**src/rtl/mem_access_stage.sv**
```systemverilog
// MIPS MEM stage: executes lw/sw against a word-addressed data RAM through a
// req/ack handshake and stalls upstream while an access is outstanding.
// Non-memory instructions pass through to write-back with one-cycle latency.
// Optional build macro MEM_ALIGN_CHECK_EN: adds the misaligned output and
// turns word-misaligned lw/sw into non-RAM write-back bubbles.
//
// state | meaning
// IDLE  | accepting a new instruction from EX/MEM
// WAIT  | RAM request outstanding, upstream stalled
module mem_access_stage #(
  parameter int ADDR_WIDTH = 10,
  parameter int DATA_WIDTH = 32
) (
  input  logic                  clock,
  input  logic                  reset,
  input  logic                  ex_valid,
  input  logic                  ex_mem_read,
  input  logic                  ex_mem_write,
  input  logic [31:0]           ex_alu_result,
  input  logic [DATA_WIDTH-1:0] ex_write_data,
  input  logic                  ex_reg_write,
  input  logic [4:0]            ex_write_reg,
  output logic                  stall,
  output logic                  ram_req,
  output logic                  ram_we,
  output logic [ADDR_WIDTH-1:0] ram_addr,
  output logic [DATA_WIDTH-1:0] ram_wdata,
  input  logic                  ram_ack,
  input  logic [DATA_WIDTH-1:0] ram_rdata,
  output logic                  wb_valid,
  output logic                  wb_reg_write,
  output logic [4:0]            wb_write_reg,
  output logic [DATA_WIDTH-1:0] wb_data,
  output logic [31:0]           stall_count
`ifdef MEM_ALIGN_CHECK_EN
  ,
  output logic                  misaligned
`endif
);

  typedef enum logic {
    S_IDLE = 1'b0,
    S_WAIT = 1'b1
  } state_t;

  state_t                state_q, state_d;
  logic                  ram_req_q, ram_req_d;
  logic                  ram_we_q, ram_we_d;
  logic [31:0]           addr_q, addr_d;
  logic [DATA_WIDTH-1:0] wdata_q, wdata_d;
  logic                  lat_rw_q, lat_rw_d;
  logic [4:0]            lat_rd_q, lat_rd_d;
  logic                  wb_valid_q, wb_valid_d;
  logic                  wb_reg_write_q, wb_reg_write_d;
  logic [4:0]            wb_write_reg_q, wb_write_reg_d;
  logic [DATA_WIDTH-1:0] wb_data_q, wb_data_d;
  logic [31:0]           stall_count_q, stall_count_d;
  logic                  is_mem_op;
  logic                  addr_misaligned;
`ifdef MEM_ALIGN_CHECK_EN
  logic                  misaligned_q, misaligned_d;
`endif

  assign stall        = (state_q == S_WAIT);
  assign ram_req      = ram_req_q;
  assign ram_we       = ram_we_q;
  // The word address is always a slice of the latched byte address, so it is
  // stable for the whole WAIT period by construction.
  assign ram_addr     = addr_q[ADDR_WIDTH+1:2];
  assign ram_wdata    = wdata_q;
  assign wb_valid     = wb_valid_q;
  assign wb_reg_write = wb_reg_write_q;
  assign wb_write_reg = wb_write_reg_q;
  assign wb_data      = wb_data_q;
  assign stall_count  = stall_count_q;
`ifdef MEM_ALIGN_CHECK_EN
  assign misaligned   = misaligned_q;
`endif

  // Classify the incoming instruction
  always_comb begin
    is_mem_op = ex_mem_read | ex_mem_write;
`ifdef MEM_ALIGN_CHECK_EN
    addr_misaligned = (ex_alu_result[1:0] != 2'b00);
`else
    addr_misaligned = 1'b0;
`endif
  end

  // Next-state, RAM request and write-back slot computation
  always_comb begin
    state_d        = state_q;
    ram_req_d      = ram_req_q;
    ram_we_d       = ram_we_q;
    addr_d         = addr_q;
    wdata_d        = wdata_q;
    lat_rw_d       = lat_rw_q;
    lat_rd_d       = lat_rd_q;
    wb_valid_d     = 1'b0;
    wb_reg_write_d = 1'b0;
    wb_write_reg_d = wb_write_reg_q;
    wb_data_d      = wb_data_q;
    stall_count_d  = stall_count_q;
`ifdef MEM_ALIGN_CHECK_EN
    misaligned_d   = misaligned_q;
`endif

    if ((state_q == S_WAIT) && (stall_count_q != 32'hFFFF_FFFF)) begin
      stall_count_d = stall_count_q + 32'd1;
    end

    case (state_q)
      S_IDLE: begin
        if (ex_valid) begin
`ifdef MEM_ALIGN_CHECK_EN
          misaligned_d = is_mem_op & addr_misaligned;
`endif
          if (is_mem_op && !addr_misaligned) begin
            state_d   = S_WAIT;
            ram_req_d = 1'b1;
            ram_we_d  = ex_mem_write;  // write wins when both are set
            addr_d    = ex_alu_result;
            wdata_d   = ex_write_data;
            lat_rw_d  = ex_reg_write;
            lat_rd_d  = ex_write_reg;
          end else begin
            // Pass-through, or a rejected misaligned access that must not
            // write the register file.
            wb_valid_d     = 1'b1;
            wb_reg_write_d = is_mem_op ? 1'b0 : ex_reg_write;
            wb_write_reg_d = ex_write_reg;
            wb_data_d      = ex_alu_result;
          end
        end
      end
      S_WAIT: begin
        if (ram_ack) begin
          state_d        = S_IDLE;
          ram_req_d      = 1'b0;
          wb_valid_d     = 1'b1;
          wb_write_reg_d = lat_rd_q;
          if (ram_we_q) begin
            wb_data_d      = addr_q;
            wb_reg_write_d = 1'b0;
          end else begin
            wb_data_d      = ram_rdata;
            wb_reg_write_d = lat_rw_q;
          end
        end
      end
      default: state_d = S_IDLE;
    endcase
  end

  // State and pipeline registers with synchronous reset
  always_ff @(posedge clock) begin
    if (reset) begin
      state_q        <= S_IDLE;
      ram_req_q      <= 1'b0;
      ram_we_q       <= 1'b0;
      addr_q         <= '0;
      wdata_q        <= '0;
      lat_rw_q       <= 1'b0;
      lat_rd_q       <= '0;
      wb_valid_q     <= 1'b0;
      wb_reg_write_q <= 1'b0;
      wb_write_reg_q <= '0;
      wb_data_q      <= '0;
      stall_count_q  <= '0;
`ifdef MEM_ALIGN_CHECK_EN
      misaligned_q   <= 1'b0;
`endif
    end else begin
      state_q        <= state_d;
      ram_req_q      <= ram_req_d;
      ram_we_q       <= ram_we_d;
      addr_q         <= addr_d;
      wdata_q        <= wdata_d;
      lat_rw_q       <= lat_rw_d;
      lat_rd_q       <= lat_rd_d;
      wb_valid_q     <= wb_valid_d;
      wb_reg_write_q <= wb_reg_write_d;
      wb_write_reg_q <= wb_write_reg_d;
      wb_data_q      <= wb_data_d;
      stall_count_q  <= stall_count_d;
`ifdef MEM_ALIGN_CHECK_EN
      misaligned_q   <= misaligned_d;
`endif
    end
  end

endmodule

```
**config.mk**
```make
export PLATFORM = sky130hd
export DESIGN_NAME = mem_access_stage
export DESIGN_NICKNAME = d
export VERILOG_FILES = /design/src/rtl/mem_access_stage.sv
export SDC_FILE = /design/constraint.sdc
export NUM_CORES = 1
export LEC_CHECK = 0
export CAP_MARGIN = 15
export CORE_ASPECT_RATIO = 1.25
export CORE_MARGIN = 3
export CORE_UTILIZATION = 45
export CTS_CLUSTER_DIAMETER = 50
export DETAILED_ROUTE_END_ITERATION = 10
export PLACE_DENSITY = 0.8
export RECOVER_POWER = 100
export SLEW_MARGIN = 40
export SYNTH_ARGS = -nofsm -noshare
export SYNTH_HDL_FRONTEND = slang
export SYNTH_SLANG_ARGS = --single-unit
```
**constraint.sdc**
```tcl
create_clock -name clock -period 2.2 [get_ports clock]
set_input_delay 0.33 -clock clock [delete_from_list [all_inputs] [get_ports clock]]
set_output_delay 0.33 -clock clock [all_outputs]
set_load 0.03 [all_outputs]
```
==> flow_metrics.tcl <==
set metrics [dict create \
    cp.depth 2 \
    grt_pass1_vias 5846 \
    clockBufferDepth 2 \
    post_cts.repair.setup_buffers 0 \
    area_growth_pct 47.75 \
    dp_cells 1122 \
    yosys.area.top_type "dfxtp_1" \
    ff_latch_area_um2 2893 \
    path_clk_slew_ps 60 \
    hold_path_class "input port to register" \
    yosysWarnings 0 \
    n_fill_cell 1122 \
    synthTopCellsByCount "nand2_1, dfxtp_1, a21oi_1, clkbuf_1, mux2i_1" \
    dieHeight_um 137.4 \
    place_congestion 0.8214 \
    grt.overflow.total 0 \
    cp_num_buf_inv 2 \
    finalSetupViolCount 0 \
    path_cells "buf_4 -> clkdlybuf4s50_1" \
    tns_ps 0 \
    tightestPinTransition_ps 771.6 \
    multi_input_comb_area_um2 3035 \
    wl_mm 18.92 \
    outcome "finished clean" \
    clk-insertion-delay-late_ps 420 \
    routedWlPerCell_um 16.40 \
    rows 47 \
    slew_headroom 0.4856 \
    max_cap_violations 0 \
    pin_count 224 \
    fin_crit_ps 2123 \
    leakagePower_nw 3.507 \
    crit_family "buffers and inverters" \
    core-area_um2 13410 \
    diodes 0 \
    switching_power_mw 1.784 \
    synth_fp_nets 877 \
    p_clk_frac 0.418 \
    drv_slew 0 \
    finClkSkew_ps 7.539 \
    final_nets 1079 \
    synth_area_per_cell_um2 8.094 \
    port-buffer-count 223 \
    dr_total_vias 6303 \
    total_power_mw 6.639 \
    max_clock_freq_ghz 0.4709 \
    die_w_um 111.1 \
    p_int_mw 4.854 \
    critPathMaxStageDelay_ps 750 \
    grt_max_degree 87 \
    critPathArrivalTime_ps 1790 \
    synthFlopType "dfxtp_1" \
    firstDrtPassIters 5 \
    yosysSeqAreaShare 0.4638 \
    ant_nets 0 \
    syn_area_um2 6216 \
    drt_iter0_markers 433 \
    synth_cell_type_count 46 \
    whs_path_depth 2 \
    worst_ep_required_time_ps 1870 \
    dieArea_um2 15270 \
    dp_slack_ps 145.0 \
    start_util 0.4636 \
    cp-end-kind "primary output" \
    critical_path_class "register to primary output" \
    stdcell_count 1154 \
    drive_above_1_share 0.07528 \
    cts-root-buf "clkbuf_16" \
    drc 0 \
    cts_sinks 144 \
    synth_top_area_frac 0.4638 \
    cp_slowest_cell "clkdlybuf4s50_1" \
    synthArstFlopShare 0 \
    ys_top_cells_by_area "dfxtp_1, nand2_1, a21oi_1, mux2i_1, o211ai_1" \
    setup_ws_ps 76.57 \
    h-tree-depth 4 \
    vias_per_cell 5.462 \
    power_frac_seq 0.423 \
    final_util 0.6850 \
    r2r_cells 6 \
    cts_tree "built" \
    crit_fanout 27 \
    crit_path_start_kind "register" \
    antenna_found_initial 0 \
    hold_viol 0 \
    grt_pass1_wl_mm 29.82 \
    grt_setup_unrepaired "false" \
    p_sw_frac 0.2688 \
    p_comb_frac 0.159 \
    syn_inst 768 \
    dp_hpwl_mm 13.04 \
    synth_edf_count 0 \
    vdd_ir_drop_max_uv 578.1 \
    ys_ff_latch 144 \
    grt_use_total 0.2414 \
    fin_crit_sh 0.9652 \
    cts_buffers 17 \
    synth.most_common_cell "nand2_1" \
    power.density_nw_per_um2 722.8 \
]
routing by layer:
| metal | track usage | part of all wire |
|---|---|---|
| met1 | 0.2770 | 0.39 |
| met2 | 0.4308 | 0.52 |
| met3 | 0.05492 | 0.054 |
| met4 | 0.1102 | 0.035 |
| met5 | 0 | 0 |
worst paths after layout:
path,slack [ps],endpoint,startpoint
worst max-delay path,80,stall,stall
worst min-delay path,240,stall_count[11],reset
worst max register to register,100,stall_count[3],stall_count[6]
worst min register to register,450,ram_wdata[30],ram_wdata[30]
logic make-up (layout without fill, tap and decap cells):
logic type                 Yosys count  after routing  share of synthesized area
AOI/OAI and AO/OA                  193            193                     0.1802
muxes                               41             41                    0.06642
adders and majority gates            1              1                   0.002013
DFF                                144            144                     0.4638
buffers and inverters               68            283                    0.04972
xor gates and xnor gates             5              5                   0.007046
and+or+nand+nor                    316            316                     0.2309
layout make-up:
class                   instances  area share
clock buffers                  17     0.04632
multi-input cells             556      0.3305
flip-flops and latches        144      0.3150
clock inverters                15     0.01594
repair buffers                249      0.2681
well taps                     171     0.02330
inverters                       2   0.0008174
stage by stage:
step | area, µm² | hold slack [ps]
global route | 9184 | 244.5
finish | 9184 | 242.4
global placement | 8662 | 436.6
CTS | 9249 | 230.8
floorplan | 6225 | 436.0
detailed placement | 8677 | 442.3
cells in the final DEF, fill, tap and decap left out, types with 5 or more instances in the layout:
cell             netlist  routed
clkdlybuf4s50_1        0     108
dfxtp_1              144     136
mux2i_1               39      39
nor2_1                22      21
dfxtp_2                0       8
o31ai_1               12      12
dlygate4sd3_1          0     114
nand4_1               10      10
buf_4                 10      15
clkinvlp_4             0       7
o211ai_1              32      32
clkinv_2               0       5
or4_1                 12      12
a211oi_1               5       5
nand2_1              221     221
clkbuf_16              0      17
a21oi_1              126     125
nor3_1                 5       5
nand3_1               12      12
or3_1                  7       7
power by group through the flow:
| stage | Clock, mW | Sequential (mW) | Combinational [mW] |
|---|---|---|---|
| 2_1_floorplan | 0 | 3.02 | 0.410 |
| 3_3_place_gp | 0 | 2.86 | 1.09 |
| 3_5_place_dp | 0 | 2.87 | 1.10 |
| 4_1_cts | 2.83 | 2.81 | 1.11 |
| 5_1_grt | 2.95 | 2.82 | 1.14 |
| 6_report | 2.78 | 2.81 | 1.05 |
worst reg2reg max path, cell delays in order, from the launching register on:
cell	delay, ps
dfxtp_2	390
nand4_4	170
or4_4	610
nor4_2	310
buf_4	280
or3_1	150
a21oi_1	60
what timing repair did:
item | CTS | global route
endpoints found under the setup margin | 0 | 1
gates resized for setup | 0 | 1
hold buffers | 0 | 0
Note: power is estimated with default switching activity, not from simulation.
